**config.mk**
```make
export PLATFORM = sky130hd
export DESIGN_NAME = if_prefetch
export DESIGN_NICKNAME = d
export VERILOG_FILES = /design/src/rtl/if_prefetch.sv
export SDC_FILE = /design/constraint.sdc
export NUM_CORES = 1
export LEC_CHECK = 0
export ABC_AREA = 1
export ABC_CLOCK_PERIOD_IN_PS = 5350
export BUFFER_PORTS_ARGS = -buffer_cell sky130_fd_sc_hd__buf_4
export CORE_MARGIN = 1.5
export CORE_UTILIZATION = 35
export DETAILED_ROUTE_END_ITERATION = 8
export PLACE_DENSITY = 0.59
export SLEW_MARGIN = 20
export SYNTH_ARGS = -nofsm -noshare
export SYNTH_HDL_FRONTEND = slang
export SYNTH_SLANG_ARGS = --single-unit
```
**constraint.sdc**
```tcl
create_clock -name clk -period 5.35 [get_ports clk]
set_input_delay 1.3375 -clock clk [delete_from_list [all_inputs] [get_ports clk]]
set_output_delay 1.3375 -clock clk [all_outputs]
set_load 0.01 [all_outputs]
```
**src/rtl/if_prefetch.sv**
```systemverilog
`timescale 1ns/1ps
// -----------------------------------------------------------------------------
// if_prefetch
//
// Instruction-fetch stage in front of the control unit / decoder. Holds the
// fetch PC, issues word fetches to instruction memory (at most one request in
// flight), buffers returned words in a small FIFO, and presents the head
// instruction split into op/f3/f7. A redirect from control (pcSrc/pcTarget)
// reloads the fetch PC and flushes everything fetched on the old path.
//
// Handshakes:
//   imem request   : a request is transferred on a rising edge where
//                    imem_req & imem_ready are both high. imem_req never
//                    depends on imem_ready.
//   imem response  : imem_rvalid is a one-cycle strobe carrying imem_rdata for
//                    the single outstanding request; there is no back-pressure.
//   instr output   : the head entry is consumed on a rising edge where
//                    instr_valid & instr_ready are both high. instr_valid never
//                    depends on instr_ready.
//
// Parameters:
//   RESET_PC  fetch PC loaded on reset
//   DEPTH     instruction FIFO entries (power of two, >= 2)
//
// Ports:
//   clk, rst_n                  clock, synchronous active-low reset
//   imem_req/imem_addr          fetch request and word address
//   imem_ready                  memory accepts the request
//   imem_rvalid/imem_rdata      fetch response
//   pcSrc/pcTarget              redirect request and target from control
//   instr_ready                 downstream consumes the head instruction
//   instr_valid/instr/pc        head instruction and its address
//   pcPlus4                     pc + 4 (mod 2^32)
//   op/f3/f7                    instr[6:0], instr[14:12], instr[31:25]
//   misaligned                  sticky misaligned-redirect fault
//   dbgState                    fetch FSM state: 0 = RUN, 1 = WAIT, 2 = DROP
//
// Build option:
//   IF_MISALIGN_TRAP_EN  when defined, a redirect to a target with non-zero
//                        low bits sets the sticky misaligned flag and halts
//                        fetching until reset. When undefined, the low two
//                        target bits are cleared and misaligned is tied 0.
// -----------------------------------------------------------------------------
module if_prefetch #(
  parameter logic [31:0] RESET_PC = 32'h0000_0000,
  parameter int unsigned DEPTH    = 2
) (
  input  logic        clk,
  input  logic        rst_n,
  output logic        imem_req,
  output logic [31:0] imem_addr,
  input  logic        imem_ready,
  input  logic        imem_rvalid,
  input  logic [31:0] imem_rdata,
  input  logic        pcSrc,
  input  logic [31:0] pcTarget,
  input  logic        instr_ready,
  output logic        instr_valid,
  output logic [31:0] instr,
  output logic [31:0] pc,
  output logic [31:0] pcPlus4,
  output logic [6:0]  op,
  output logic [2:0]  f3,
  output logic [6:0]  f7,
  output logic        misaligned,
  output logic [1:0]  dbgState
);

  localparam int PW = (DEPTH > 1) ? $clog2(DEPTH) : 1;
  localparam int CW = $clog2(DEPTH + 1);

  typedef enum logic [1:0] {
    ST_RUN  = 2'd0,  // nothing in flight, may issue
    ST_WAIT = 2'd1,  // one live request in flight
    ST_DROP = 2'd2   // one stale request in flight, its data is thrown away
  } state_t;

  state_t          state;
  state_t          stateNext;
  logic [31:0]     fetchPc;
  logic [31:0]     tagPc;       // address of the request currently in flight
  logic [31:0]     targetPc;
  logic            halted;

  logic [31:0]     instrMem [DEPTH];
  logic [31:0]     pcMem    [DEPTH];
  logic [PW-1:0]   rdPtr;
  logic [PW-1:0]   wrPtr;
  logic [CW-1:0]   count;

  logic            accept;
  logic            push;
  logic            pop;

  // ---------------------------------------------------------------------------
  // Redirect target handling and the optional misalignment trap
  // ---------------------------------------------------------------------------
`ifdef IF_MISALIGN_TRAP_EN
  // The trap flag doubles as the halt: once set, nothing is fetched again and
  // the FIFO, flushed by the same redirect, can never refill.
  always_ff @(posedge clk) begin
    if (!rst_n) begin
      halted <= 1'b0;
    end else if (pcSrc && (pcTarget[1:0] != 2'b00)) begin
      halted <= 1'b1;
    end
  end

  assign targetPc   = pcTarget;
  assign misaligned = halted;
`else
  assign halted     = 1'b0;
  assign targetPc   = pcTarget & 32'hFFFF_FFFC;
  assign misaligned = 1'b0;
`endif

  // ---------------------------------------------------------------------------
  // Fetch FSM, next state and request
  // ---------------------------------------------------------------------------
  // The request only looks at the registered count: the free slot it sees is
  // reserved for the response of this one request, and pops only ever free
  // more space, so a push can never find the FIFO full.
  always_comb begin
    stateNext = state;
    accept    = 1'b0;
    push      = 1'b0;
    imem_req  = rst_n && (state == ST_RUN) && (count < CW'(DEPTH)) &&
                !pcSrc && !halted;

    case (state)
      ST_RUN: begin
        // A response strobe here has no request behind it and is ignored.
        if (imem_req && imem_ready) begin
          accept    = 1'b1;
          stateNext = ST_WAIT;
        end
      end
      ST_WAIT: begin
        if (pcSrc) begin
          // Data returning in the redirect cycle is already stale; otherwise
          // remember that the pending response must be swallowed.
          stateNext = imem_rvalid ? ST_RUN : ST_DROP;
        end else if (imem_rvalid) begin
          push      = 1'b1;
          stateNext = ST_RUN;
        end
      end
      ST_DROP: begin
        // A further redirect only moves the target; the stale response still
        // has to drain before a new request may go out.
        if (imem_rvalid) begin
          stateNext = ST_RUN;
        end
      end
      default: begin
        stateNext = ST_RUN;
      end
    endcase
  end

  // A redirect flushes the FIFO, so a pop in the same cycle does not matter.
  assign pop = instr_valid && instr_ready && !pcSrc;

  // ---------------------------------------------------------------------------
  // State, PC and FIFO control registers
  // ---------------------------------------------------------------------------
  always_ff @(posedge clk) begin
    if (!rst_n) begin
      state   <= ST_RUN;
      fetchPc <= RESET_PC;
      tagPc   <= RESET_PC;
      rdPtr   <= '0;
      wrPtr   <= '0;
      count   <= '0;
    end else begin
      state <= stateNext;

      if (pcSrc) begin
        fetchPc <= targetPc;
      end else if (accept) begin
        fetchPc <= fetchPc + 32'd4;
      end

      if (accept) begin
        tagPc <= fetchPc;
      end

      if (pcSrc) begin
        rdPtr <= '0;
        wrPtr <= '0;
        count <= '0;
      end else begin
        if (push) begin
          wrPtr <= wrPtr + PW'(1);
        end
        if (pop) begin
          rdPtr <= rdPtr + PW'(1);
        end
        case ({push, pop})
          2'b10:   count <= count + CW'(1);
          2'b01:   count <= count - CW'(1);
          default: count <= count;
        endcase
      end
    end
  end

  // Storage needs no reset: nothing is visible until count says so.
  always_ff @(posedge clk) begin
    if (push) begin
      instrMem[wrPtr] <= imem_rdata;
      pcMem[wrPtr]    <= tagPc;
    end
  end

  // ---------------------------------------------------------------------------
  // Outputs
  // ---------------------------------------------------------------------------
  assign imem_addr   = fetchPc;
  assign instr_valid = (count != '0);
  assign instr       = instrMem[rdPtr];
  assign pc          = pcMem[rdPtr];
  assign pcPlus4     = pc + 32'd4;
  assign op          = instr[6:0];
  assign f3          = instr[14:12];
  assign f7          = instr[31:25];
  assign dbgState    = state;

endmodule

```
[Word level (Yosys, flattened, before mapping)]
Memory sizes are Yosys's and may differ from the RTL's. A register that Yosys moved wholly into a read port is not among the register bits.
Cells that the tools add are included.
Word-level totals
  bits of input ports: 70
  memories: 2
  memory bits (writable): 128
  flip-flop bits (word level): 70
  output and inout bits: 150
Memories
  instrMem: depth 2, width 32, read ports 1, clocked after Yosys merged registers in 1, wr ports 1, RTL line 85  | logic [31:0] instrMem [DEPTH];
  pcMem: depth 2, width 32, read ports 1, clocked after Yosys merged registers in 1, wr ports 1, RTL line 86  | logic [31:0] pcMem [DEPTH];
Cells by class
  bitwise gates (word level): 1
  reductions and logical operators: 12
  magnitude comparators: 1
  $add $sub $neg: 6
  multiplexer cells: 19
  eq/ne operators: 5
Operator list (count)
  32-bit by 3-bit adder with 32-bit output, second input constant: 2
  32-bit two-way mux: 2
  1-bit two-way mux: 11
  2-bit two-way mux: 4
  1-bit logical AND: 6
  2-bit case mux with 3 select lines: 1
  2-bit nonzero test: 3
  2-bit by 1-bit == test with 1-bit output, second input constant: 2
  2-bit == test, second input constant: 2
  2-bit case mux with 2 select lines: 1
  1-bit adder, second input constant: 2
  2-bit by 1-bit adder with 2-bit output, second input constant: 1
  2-bit logical NOT: 1
  2-bit < comparator, second input constant: 1
  2-bit by 1-bit != test with 1-bit output, second input constant: 1
  2-bit OR reduction: 1
  2-bit by 1-bit subtractor with 2-bit output, second input constant: 1
  1-bit logical NOT: 1
  1-bit NOT: 1

[Longest topological paths before layout]
Gate-level depths: netlist of the first run.
  depth in word-level cells: 9
  mapped depth: 12
  mapped depth without buffers: 12

[Least setup slack after synthesis of the first run]
No wires, ideal clock.
  path kind: input to register
  start: input port pcSrc
  end: memory instrMem[0][0], enable pin
  cell stages on the path: 3
  setup slack: 0.605 ns
  arrival: 4.263 ns
  library setup time: 0.482 ns
  path through: inv_1 -> nand4_1 -> nor2_1
Between the ends
  word-level cells in the longest chain between the ends: 4
Ends and longest elaborated chain
  start: declaration: RTL line 55  | input logic pcSrc,
  1-bit two-way mux: RTL line 139  | if (pcSrc) begin
  1-bit two-way mux: RTL line 130  | case (state)
  1-bit two-way mux: RTL line 210  | if (push) begin
  1-bit two-way mux (not written as such): RTL line 211  | instrMem[wrPtr] <= imem_rdata;
  end: declaration: RTL line 85
Every way passes these cells.

==> results of run 1 <==
[state kept, by name, indices dropped and copies added, names as in the netlist, named ones only]
name / count
instrMem: 64
dbgState: 2
imem_addr: 30
wrPtr: 1
rdPtr: 1
pcMem: 60
tagPc: 30
count: 2
[layout make-up]
cell class                      instances  area, µm²
Clock inverter                         15      155.1
Inverter                              109      410.4
Multi-Input combinational cell        638       3269
Clock buffer                           17      425.4
Fill cell                            2467      13940
Tap cell                              330      412.9
Sequential cell                       191       5069
Timing Repair Buffer                  217       1642
[per-layer routing]
| metal | up-vias | share of wire |
|---|---|---|
| met5 | - | 0 |
| met4 | 0 | 0.015 |
| met3 | 24 | 0.049 |
| met2 | 207 | 0.47 |
| met1 | 3279 | 0.47 |
| li1 | 3589 | - |
[stage by stage]
step | power (µW) | hold WS [ns]
6_report | 3095 | 0.4470
5_1_grt | 3212 | 0.4698
4_1_cts | 3129 | 0.4482
3_5_place_dp | 1894 | 0.4379
3_3_place_gp | 1890 | 0.4355
2_1_floorplan | 1771 | 0.4203
[critical path, delay by kind of cell (launching register included)]
family | cells | cell delay (ns)
AOI/OAI and AO/OA | 1 | 0.29
adders and majority gates | 1 | 0.31
buffers and inverters | 4 | 0.50
DFF | 1 | 0.80
and+or+nand+nor | 5 | 0.68
[synth_stat cells]
master	number	area share
sky130_fd_sc_hd__a21oi_1	49	0.027
sky130_fd_sc_hd__a21oi_2	1	0.00097
sky130_fd_sc_hd__a22oi_1	2	0.0017
sky130_fd_sc_hd__a31oi_1	8	0.0055
sky130_fd_sc_hd__and2_1	2	0.0014
sky130_fd_sc_hd__buf_2	5	0.0028
sky130_fd_sc_hd__buf_4	33	0.027
sky130_fd_sc_hd__buf_6	4	0.0050
sky130_fd_sc_hd__buf_8	1	0.0017
sky130_fd_sc_hd__clkbuf_1	9	0.0037
sky130_fd_sc_hd__clkinv_2	1	0.00055
sky130_fd_sc_hd__conb_1	1	0.00041
sky130_fd_sc_hd__dfxtp_1	67	0.15
sky130_fd_sc_hd__edfxtp_1	124	0.41
sky130_fd_sc_hd__ha_1	3	0.0041
sky130_fd_sc_hd__inv_1	104	0.043
sky130_fd_sc_hd__inv_2	4	0.0017
sky130_fd_sc_hd__mux2_2	32	0.040
sky130_fd_sc_hd__nand2_1	278	0.12
sky130_fd_sc_hd__nand2_2	7	0.0048
sky130_fd_sc_hd__nand3_1	56	0.031
sky130_fd_sc_hd__nand3b_1	4	0.0033
sky130_fd_sc_hd__nand4_1	7	0.0048
sky130_fd_sc_hd__nand4_2	1	0.0014
sky130_fd_sc_hd__nor2_1	78	0.032
sky130_fd_sc_hd__nor2_2	10	0.0069
sky130_fd_sc_hd__nor2_4	1	0.0012
sky130_fd_sc_hd__nor2_8	1	0.0022
sky130_fd_sc_hd__nor3_1	7	0.0039
sky130_fd_sc_hd__nor3_2	2	0.0022
sky130_fd_sc_hd__nor4_1	1	0.00069
sky130_fd_sc_hd__o21a_1	2	0.0017
sky130_fd_sc_hd__o21ai_0	24	0.013
sky130_fd_sc_hd__o21ai_1	6	0.0033
sky130_fd_sc_hd__o21ai_2	21	0.020
sky130_fd_sc_hd__o21ai_4	1	0.0018
sky130_fd_sc_hd__or2_2	2	0.0014
sky130_fd_sc_hd__xnor2_1	8	0.0077
sky130_fd_sc_hd__xor2_1	17	0.016
[how the worst max path moves through the flow]
stage | slack (ns) | cells past startpoint | to
global placement | 1.40 | 11 | pcPlus4[30]
finish | 0.96 | 11 | pcPlus4[30]
floorplan | 0.60 | 3 | instrMem[0][0]$_DFFE_PP_
CTS | 0.90 | 11 | pcPlus4[30]
detailed placement | 1.36 | 11 | pcPlus4[30]
global route | 0.62 | 11 | pcPlus4[30]
[power breakdown]
group	switching [µW]	leakage, µW	internal [µW]
clock	608	0.000285	628
sequential	35.6	0.00159	1590
combinational	128	0.00280	106
[cell families (layout without fill, tap and decap cells)]
group	count (synthesis)	after routing	share of synthesized area
compound gates	114	114	0.07543
mux	32	32	0.03971
other cells	1	7	0.0004133
xor+xnor	25	25	0.02413
flops	191	191	0.5582
fa+ha+maj	3	3	0.004137
buf+inv	161	358	0.08563
simple gates	457	457	0.2124
==> results.md, run 1 <==
Status:
- The flow ran to the end, and the final reports show no timing, DRC or antenna violations.

Clock tree:
- The clock transition time at the flip-flop clock pins of the worst setup and hold paths is 0.07 ns.
- In this run the clock root is driven by a sky130_fd_sc_hd__clkbuf_16.
- The clock tree from TritonCTS is built.
- The post-CTS setup buffer count is 0.
- The H-tree generated during clock tree synthesis spans 4 levels.
- After clock tree synthesis, the repair step resized 0 gates.
- Clock tree synthesis inserted a total of 17 buffers.
- The insertion delay to the later sink of the worst-skew pair is 0.43 ns.
- The clock sink count is 191.
- The maximum root-to-sink buffer count is 2.
- The hold buffer count at CTS is 0.

Power and ir drop:
- The power per cell area is 271.9 nW/µm².
- The total leakage power is 0.004673 µW.
- The peak supply drop is 138.4 µV.

GRT:
- The met2 layer usage reported by global route is 0.2712.
- The first global-routing pass estimated 35070 µm of wire.
- The number of antenna violations at the first check in global routing came to 0.
- The met1 global-route usage is 0.2368.
- Across every metal layer, demand over resource in global routing totals 0.1706.
- For this run the aggregate overflow at the end of global routing stands at 0.
- In the global route stage, met3 resource usage came out at 0.02929.
- The routing layer with the top usage in global route is met2.
- The largest net degree at the start of global routing is 63.
- The number of global-route vias before repair is 6537.

Setup path:
- The minimum setup slack among reg-to-reg paths is 3.04 ns.
- The largest individual stage delay along the critical path comes from the cell sky130_fd_sc_hd__dfxtp_4.
- The signal on the critical path passes through o21ai_1 > inv_1 > ha_1 > inv_1 > nor2_1 > inv_1 > nor2_2 > nand2_1 > nand2_1 > nand2_1 > buf_4.
- STA classifies the critical path endpoint as an output port.
- The signal arrival time at the worst endpoint is 3.05 ns.
- The startpoint-to-endpoint class of the critical path is flop to output port.
- For the worst setup path, the data required time is 4.01 ns.
- The maximum cell stage delay along the critical path is 0.80 ns.
- The endpoint identified for the worst register-to-register timing path is imem_addr[15]$_SDFFE_PN0P_.
- Counting cells, the worst reg-to-reg path comes to 8.
- The sort of element at the start of the critical path is a flop.
- The worst register-to-register path begins at dbgState[0]$_SDFFE_PN0P_.
- In this run the worst path has a maximum fanout of 58.

Finish:
- The layout net count is 1247.
- The final core utilization is 0.4495.
- The share of final-layout standard cells stronger than drive strength 1 is 0.2831.
- The antenna diode instance count is 0.
- The synthesis-to-finish area growth is 25.45%.
- The finished layout holds 1517 standard cells, fillers aside.
- The area of all placed cells without fillers is 11380 µm².
- Leaving out fill and tap cells, the most frequent cells in the layout are 278 x sky130_fd_sc_hd__nand2_1, 216 x sky130_fd_sc_hd__buf_4, 124 x sky130_fd_sc_hd__edfxtp_1.
- The library cell used most frequently in the layout, excluding fill and tap cells, is sky130_fd_sc_hd__nand2_1.

Routing:
- After detailed routing, the number of remaining DRC violations is 0.
- Wires add up to 22920 µm.
- The antenna violation net count after detailed routing is 0.
- For this block, the initial DRC count from the detailed router was 476.
- The number of search-and-repair iterations in the first detailed-routing pass is 6.
- The detail-routed via count per cell is 4.680.
- The mean routed wirelength per cell is 15.11 µm.
- The vias after detailed routing is 7099.

Placed design:
- After detailed placement, the design holds a cell count of 1485.
- The half-perimeter wire length after placement is 16840 µm.
- At the end of routability-driven placement, the weighted congestion stood at 0.8691.
- Summing all placed instances gives a cell area of 10800 µm².
- The post-place setup slack is 1.362 ns.
- The count of input and output buffers is 210.

Synth:
- Synthesis handed over a netlist of 984 instances.
- The flip-flop and latch count after synthesis is 191.
- The mapped netlist covers 9074 µm².
- The part of the Yosys area used for sequential elements is 0.5582.
- The number of unique standard cell types used by synthesis is 39.
- For this run, the number of Yosys warnings is 0.
- A synthesized cell averages 9.221 µm².

Floorplan:
- For this design the top-level I/O count stands at 220.
- For this configuration, the core starts out at a cell density of 0.3583.
- The total area inside the core boundary comes to 25330 µm².
- In this run the vertical extent of the chip is 164.0 µm.
- The die width is 164.0 µm.
- The die covers 26900 µm².
- The number of placement rows is 58.

Timing:
- Across the routed clock network, the largest skew measured is 0.01034 ns.
- The transition at the pin with the smallest max-transition slack is 0.8603 ns.
- Setup violations remaining at the end of the flow were counted as 0.
- Setup slack closes at 0.9596 ns.
- The share of the clock period used by the worst path after layout is 0.8206.
- Timing would allow up to 227.8 MHz.
- In this run the tightest slew margin relative to its limit is 0.4265.
- In the final timing run, aggregate negative setup slack is 0 ns.
- The final number of max-transition violations was 0.
- Setup repair after global routing left no endpoint under its margin.
- The number of endpoints with negative hold slack in the final report is 0.
- The smallest clock period supported by the final layout is computed as 4.390 ns.

Min path:
- Counting instances, the worst hold path has a depth of 1.
- The classification of the worst-slack hold path is flop to flop.
- The startpoint of the lowest-slack hold path is count[0]$_SDFFE_PP0P_.
- The terminating pin of the worst hold path is count[0]$_SDFFE_PP0P_.

Job:
- The tool flagged a number of max-cap violations equal to 0.
Power figures use the tool's default switching activity.
==> run 2: changes to the inputs <==
--- a/config.mk
+++ b/config.mk
@@ -6,12 +6,12 @@
 export NUM_CORES = 1
 export LEC_CHECK = 0
 export ABC_AREA = 1
-export ABC_CLOCK_PERIOD_IN_PS = 5350
+export ABC_CLOCK_PERIOD_IN_PS = 3550
 export BUFFER_PORTS_ARGS = -buffer_cell sky130_fd_sc_hd__buf_4
 export CORE_MARGIN = 1.5
 export CORE_UTILIZATION = 35
 export DETAILED_ROUTE_END_ITERATION = 8
-export PLACE_DENSITY = 0.59
+export PLACE_DENSITY = 0.61
 export SLEW_MARGIN = 20
 export SYNTH_ARGS = -nofsm -noshare
 export SYNTH_HDL_FRONTEND = slang
==> constraint.sdc (replaced) <==
create_clock -name clk -period 3.55 [get_ports clk]
set_input_delay 0.8875 -clock clk [delete_from_list [all_inputs] [get_ports clk]]
set_output_delay 0.8875 -clock clk [all_outputs]
set_load 0.01 [all_outputs]
==> run 2 against run 1 <==
Hold slack improved by 0.011 ns. Combinational power rose by 51%. Die area did not move. Highest routed layer unchanged.
==> results.md, run 2 (same netlist as run 1, synthesis figures left out) <==
Status:
- Run status: finished, final reports clean (unchanged).

Timing:
- The maximum clock skew at final layout is 0.009749 ns (was 0.01034 ns).
- Unrepaired setup endpoints after global routing: no (unchanged).
- The maximum frequency from static timing analysis is 299.9 MHz.
- The post-layout minimum cycle time is 3.335 ns.
- The relative slew slack came to 0.6435 (was 0.4265).
- The share of the clock period used by the worst path after layout is 0.9394.
- The setup TNS is 0 ns (unchanged).
- The number of endpoints with negative hold slack in the final report is 0 (unchanged).
- The transition at the pin with the smallest max-transition slack came to 0.5342 ns (was 0.8603 ns).
- The final-report setup violation count is 0 (unchanged).
- The final number of max-transition violations is 0 (unchanged).

Clock tree:
- The maximum root-to-sink buffer count came to 2 (unchanged).
- The number of H-tree levels is 4 (unchanged).
- The clock tree from TritonCTS is built (unchanged).
- The clock transition time at the flip-flop clock pins of the worst setup and hold paths is 0.07 ns (about the same).
- The insertion delay to the later sink of the worst-skew pair is 0.43 ns (about the same).
- The clock sink count is 191 (unchanged).
- The hold buffer count at CTS is 0 (unchanged).
- The number of buffers inserted during clock tree synthesis was 17 (unchanged).
- The root buffer selected by CTS was sky130_fd_sc_hd__clkbuf_16 (unchanged).

GRT:
- The met2 layer usage reported by global route was 0.2837 (was 0.2712).
- The global-route track usage on met3 came to 0.03056 (was 0.02929).
- The met1 global-route usage is 0.2272 (was 0.2368).
- The total grt overflow is 0 (unchanged).
- The first-pass GRT wire length is 35070 µm (about the same).
- The number of global-route vias before repair is 6599 (was 6537).
- The routing layer with the top usage in global route is met2 (unchanged).
- The largest net degree at the start of global routing is 46 (was 63).
- The total global routing track utilization was 0.1705 (was 0.1706).
- The number of antenna violations at the first check in global routing is 0 (unchanged).

Power and ir drop:
- The cell internal power dissipation is 3560 µW (was 2324 µW).
- The peak supply drop is 235.6 µV (was 138.4 µV).
- The total leakage power came to 0.004712 µW (was 0.004673 µW).
- The switching share of power came to 0.2401 (was 0.2492).
- The part of the power in registers was 0.523 (was 0.525).
- The net switching power is 1125 µW (was 771.5 µW).
- The power per cell area came to 408.9 nW/µm² (was 271.9 nW/µm²).
- The proportion of power drawn by combinational gates is 0.076 (about the same).
- The portion of total power attributed to the clock network is 0.402 (was 0.399).

Finish:
- Commonest cells after routing, fill and taps aside: 278 x sky130_fd_sc_hd__nand2_1, 222 x sky130_fd_sc_hd__buf_4, 124 x sky130_fd_sc_hd__edfxtp_1 (was 278 x sky130_fd_sc_hd__nand2_1, 216 x sky130_fd_sc_hd__buf_4, 124 x sky130_fd_sc_hd__edfxtp_1).
- The antenna diode instance count is 0 (unchanged).
- The most flop-heavy register is instrMem (unchanged).
- The layout net count is 1254 (was 1247).
- Largest regs: instrMem: 64 flops, pcMem: 60 flops (unchanged).
- The most common cell after layout, fill and taps aside is sky130_fd_sc_hd__nand2_1 (unchanged).
- The synthesis-to-finish area growth was 26.27% (was 25.45%).
- The final core utilization is 0.4524 (was 0.4495).
- The share of final-layout standard cells stronger than drive strength 1 is 0.2881 (was 0.2831).
- The flip-flop count of the largest register after layout is 64 (unchanged).
- The number of standard cells in the final layout excluding fillers is 1524 (was 1517).

Setup path:
- The largest fanout on the critical path is 18 (was 58).
- The required time at the worst-slack endpoint was 2.66 ns (was 4.01 ns).
- The maximum cell stage delay along the critical path was 0.43 ns (was 0.80 ns).
- Critical Path, Cell by Cell: buf_16 > o21ai_1 > nand2_1 > nor2_2 > nand2_2 > nor2_2 > nand2_1 > xor2_1 > buf_4 (was o21ai_1 > inv_1 > ha_1 > inv_1 > nor2_1 > inv_1 > nor2_2 > nand2_1 > nand2_1 > nand2_1 > buf_4).
- The startpoint-to-endpoint class of the critical path is flop to output port (unchanged).
- The logic depth of the worst path, buffers included is 9 (was 11).
- The endpoint of the most critical setup path is pcPlus4[25] (was pcPlus4[30]).
- The sort of element at the start of the critical path is a flop (unchanged).
- The sort of element at the end of the critical path is an output port (unchanged).
- The startpoint of the worst register-to-register path is imem_addr[2]$_SDFFE_PN0P_ (was dbgState[0]$_SDFFE_PN0P_).
- The critical path's slowest cell is sky130_fd_sc_hd__dfxtp_4 (unchanged).
- The number of cell instances on the worst register-to-register path is 10 (was 8).
- The reg-to-reg endpoint is imem_addr[22]$_SDFFE_PN0P_ (was imem_addr[15]$_SDFFE_PN0P_).
- The minimum setup slack among reg-to-reg paths was 1.56 ns (was 3.04 ns).
- The sum of buffers and inverters on the critical path is 2 (was 4).
- The family of cells with the greatest summed delay on the critical path is simple AND/OR/NAND/NOR gates (was flip-flops).
- The signal arrival time at the worst endpoint is 2.45 ns (was 3.05 ns).

Floorplan:
- The count of pins on the block boundary is 220 (unchanged).
- The vertical extent of the die is 164.0 µm (unchanged).
- The initial core utilization is 0.3583 (unchanged).
- The area of the core was 25330 µm² (unchanged).
- The die width is 164.0 µm (unchanged).
- The number of placement rows is 58 (unchanged).
- The die footprint was 26900 µm² (unchanged).

Job:
- The reported max-cap violation count was 0 (unchanged).

Min path:
- The startpoint of the lowest-slack hold path is count[0]$_SDFFE_PP0P_ (unchanged).
- The classification of the worst-slack hold path is flop to flop (unchanged).

Placed design:
- The post-placement cell count is 1491 (was 1485).
- The global placer's final weighted congestion is 0.8725 (was 0.8691).
- The half-perimeter wire length after placement was 16920 µm (was 16840 µm).
- The count of input and output buffers is 210 (unchanged).

Routing:
- The sum of routed wire length over all layers is 22810 µm (was 22920 µm).
- The detail-routed via count per cell is 4.665 (was 4.680).
- The number of search-and-repair iterations in the first detailed-routing pass was 5 (was 6).
- The mean routed wirelength per cell is 14.97 µm (was 15.11 µm).
- The vias after detailed routing is 7109 (was 7099).
- The number of violations reported at the end of detailed-routing iteration 0 is 491 (was 476).
- The antenna violation net count after detailed routing is 0 (unchanged).
- The number of design rule violations left after detail routing is 0 (unchanged).
==> run 2: changes by cell type in the layout (fill, tap and decap cells not counted), sizes merged <==
cell / change
inv: -1
buf: +7
clkinv: -1
bufinv: +1
clkinvlp: +1
==> run 2: power by group through the flow <==
| stage | clock (µW) | sequential [µW] | combinational, µW |
|---|---|---|---|
| 2_1_floorplan | 0 | 2490 | 179 |
| 3_3_place_gp | 0 | 2500 | 349 |
| 3_5_place_dp | 0 | 2500 | 355 |
| 4_1_cts | 1930 | 2450 | 356 |
| 5_1_grt | 2020 | 2450 | 394 |
| 6_report | 1880 | 2450 | 354 |
==> run 2: area by class of cell <==
class                   count  area, µm²
fillers                  2484      13870
flip-flops and latches    191       5069
multi-input cells         638       3272
repair buffers            224       1705
clock buffers              17      425.4
well taps                 330      412.9
inverters                 109      410.4
clock inverters            15      162.7
==> run 2: worst min path at each step <==
stage,to,slack [ns],depth (start not counted)
6_report,count[0]$_SDFFE_PP0P_,0.46,1
5_1_grt,pcMem[1][14]$_DFFE_PP_,0.47,0
4_1_cts,count[0]$_SDFFE_PP0P_,0.46,1
3_5_place_dp,pcMem[0][24]$_DFFE_PP_,0.44,0
3_3_place_gp,pcMem[0][14]$_DFFE_PP_,0.43,0
2_1_floorplan,pcMem[0][11]$_DFFE_PP_,0.42,0
==> run 2: through the flow <==
stage | hold slack (ns) | instance area, µm² | setup WS [ns] | power, µW
floorplan | 0.4203 | 9096 | -0.7451 | 2669
global placement | 0.4343 | 10840 | 0.4246 | 2847
detailed placement | 0.4392 | 10840 | 0.4022 | 2852
CTS | 0.4613 | 11430 | 0.05683 | 4738
global route | 0.4732 | 11460 | 0.01083 | 4873
finish | 0.4583 | 11460 | 0.2152 | 4685
==> run 2: layer usage <==
layer	vias to the layer above	routed length (µm)	part of all wire
li1	3606	-	-
met1	3240	10150	0.45
met2	238	10780	0.47
met3	25	1565	0.069
met4	0	314	0.014
met5	-	0	0
==> run 2: timing repair <==
action                                  CTS  global route
gates resized for setup                   1             1
endpoints found under the setup margin    6            15
cloned                                    0             0
setup buffers                             0             1
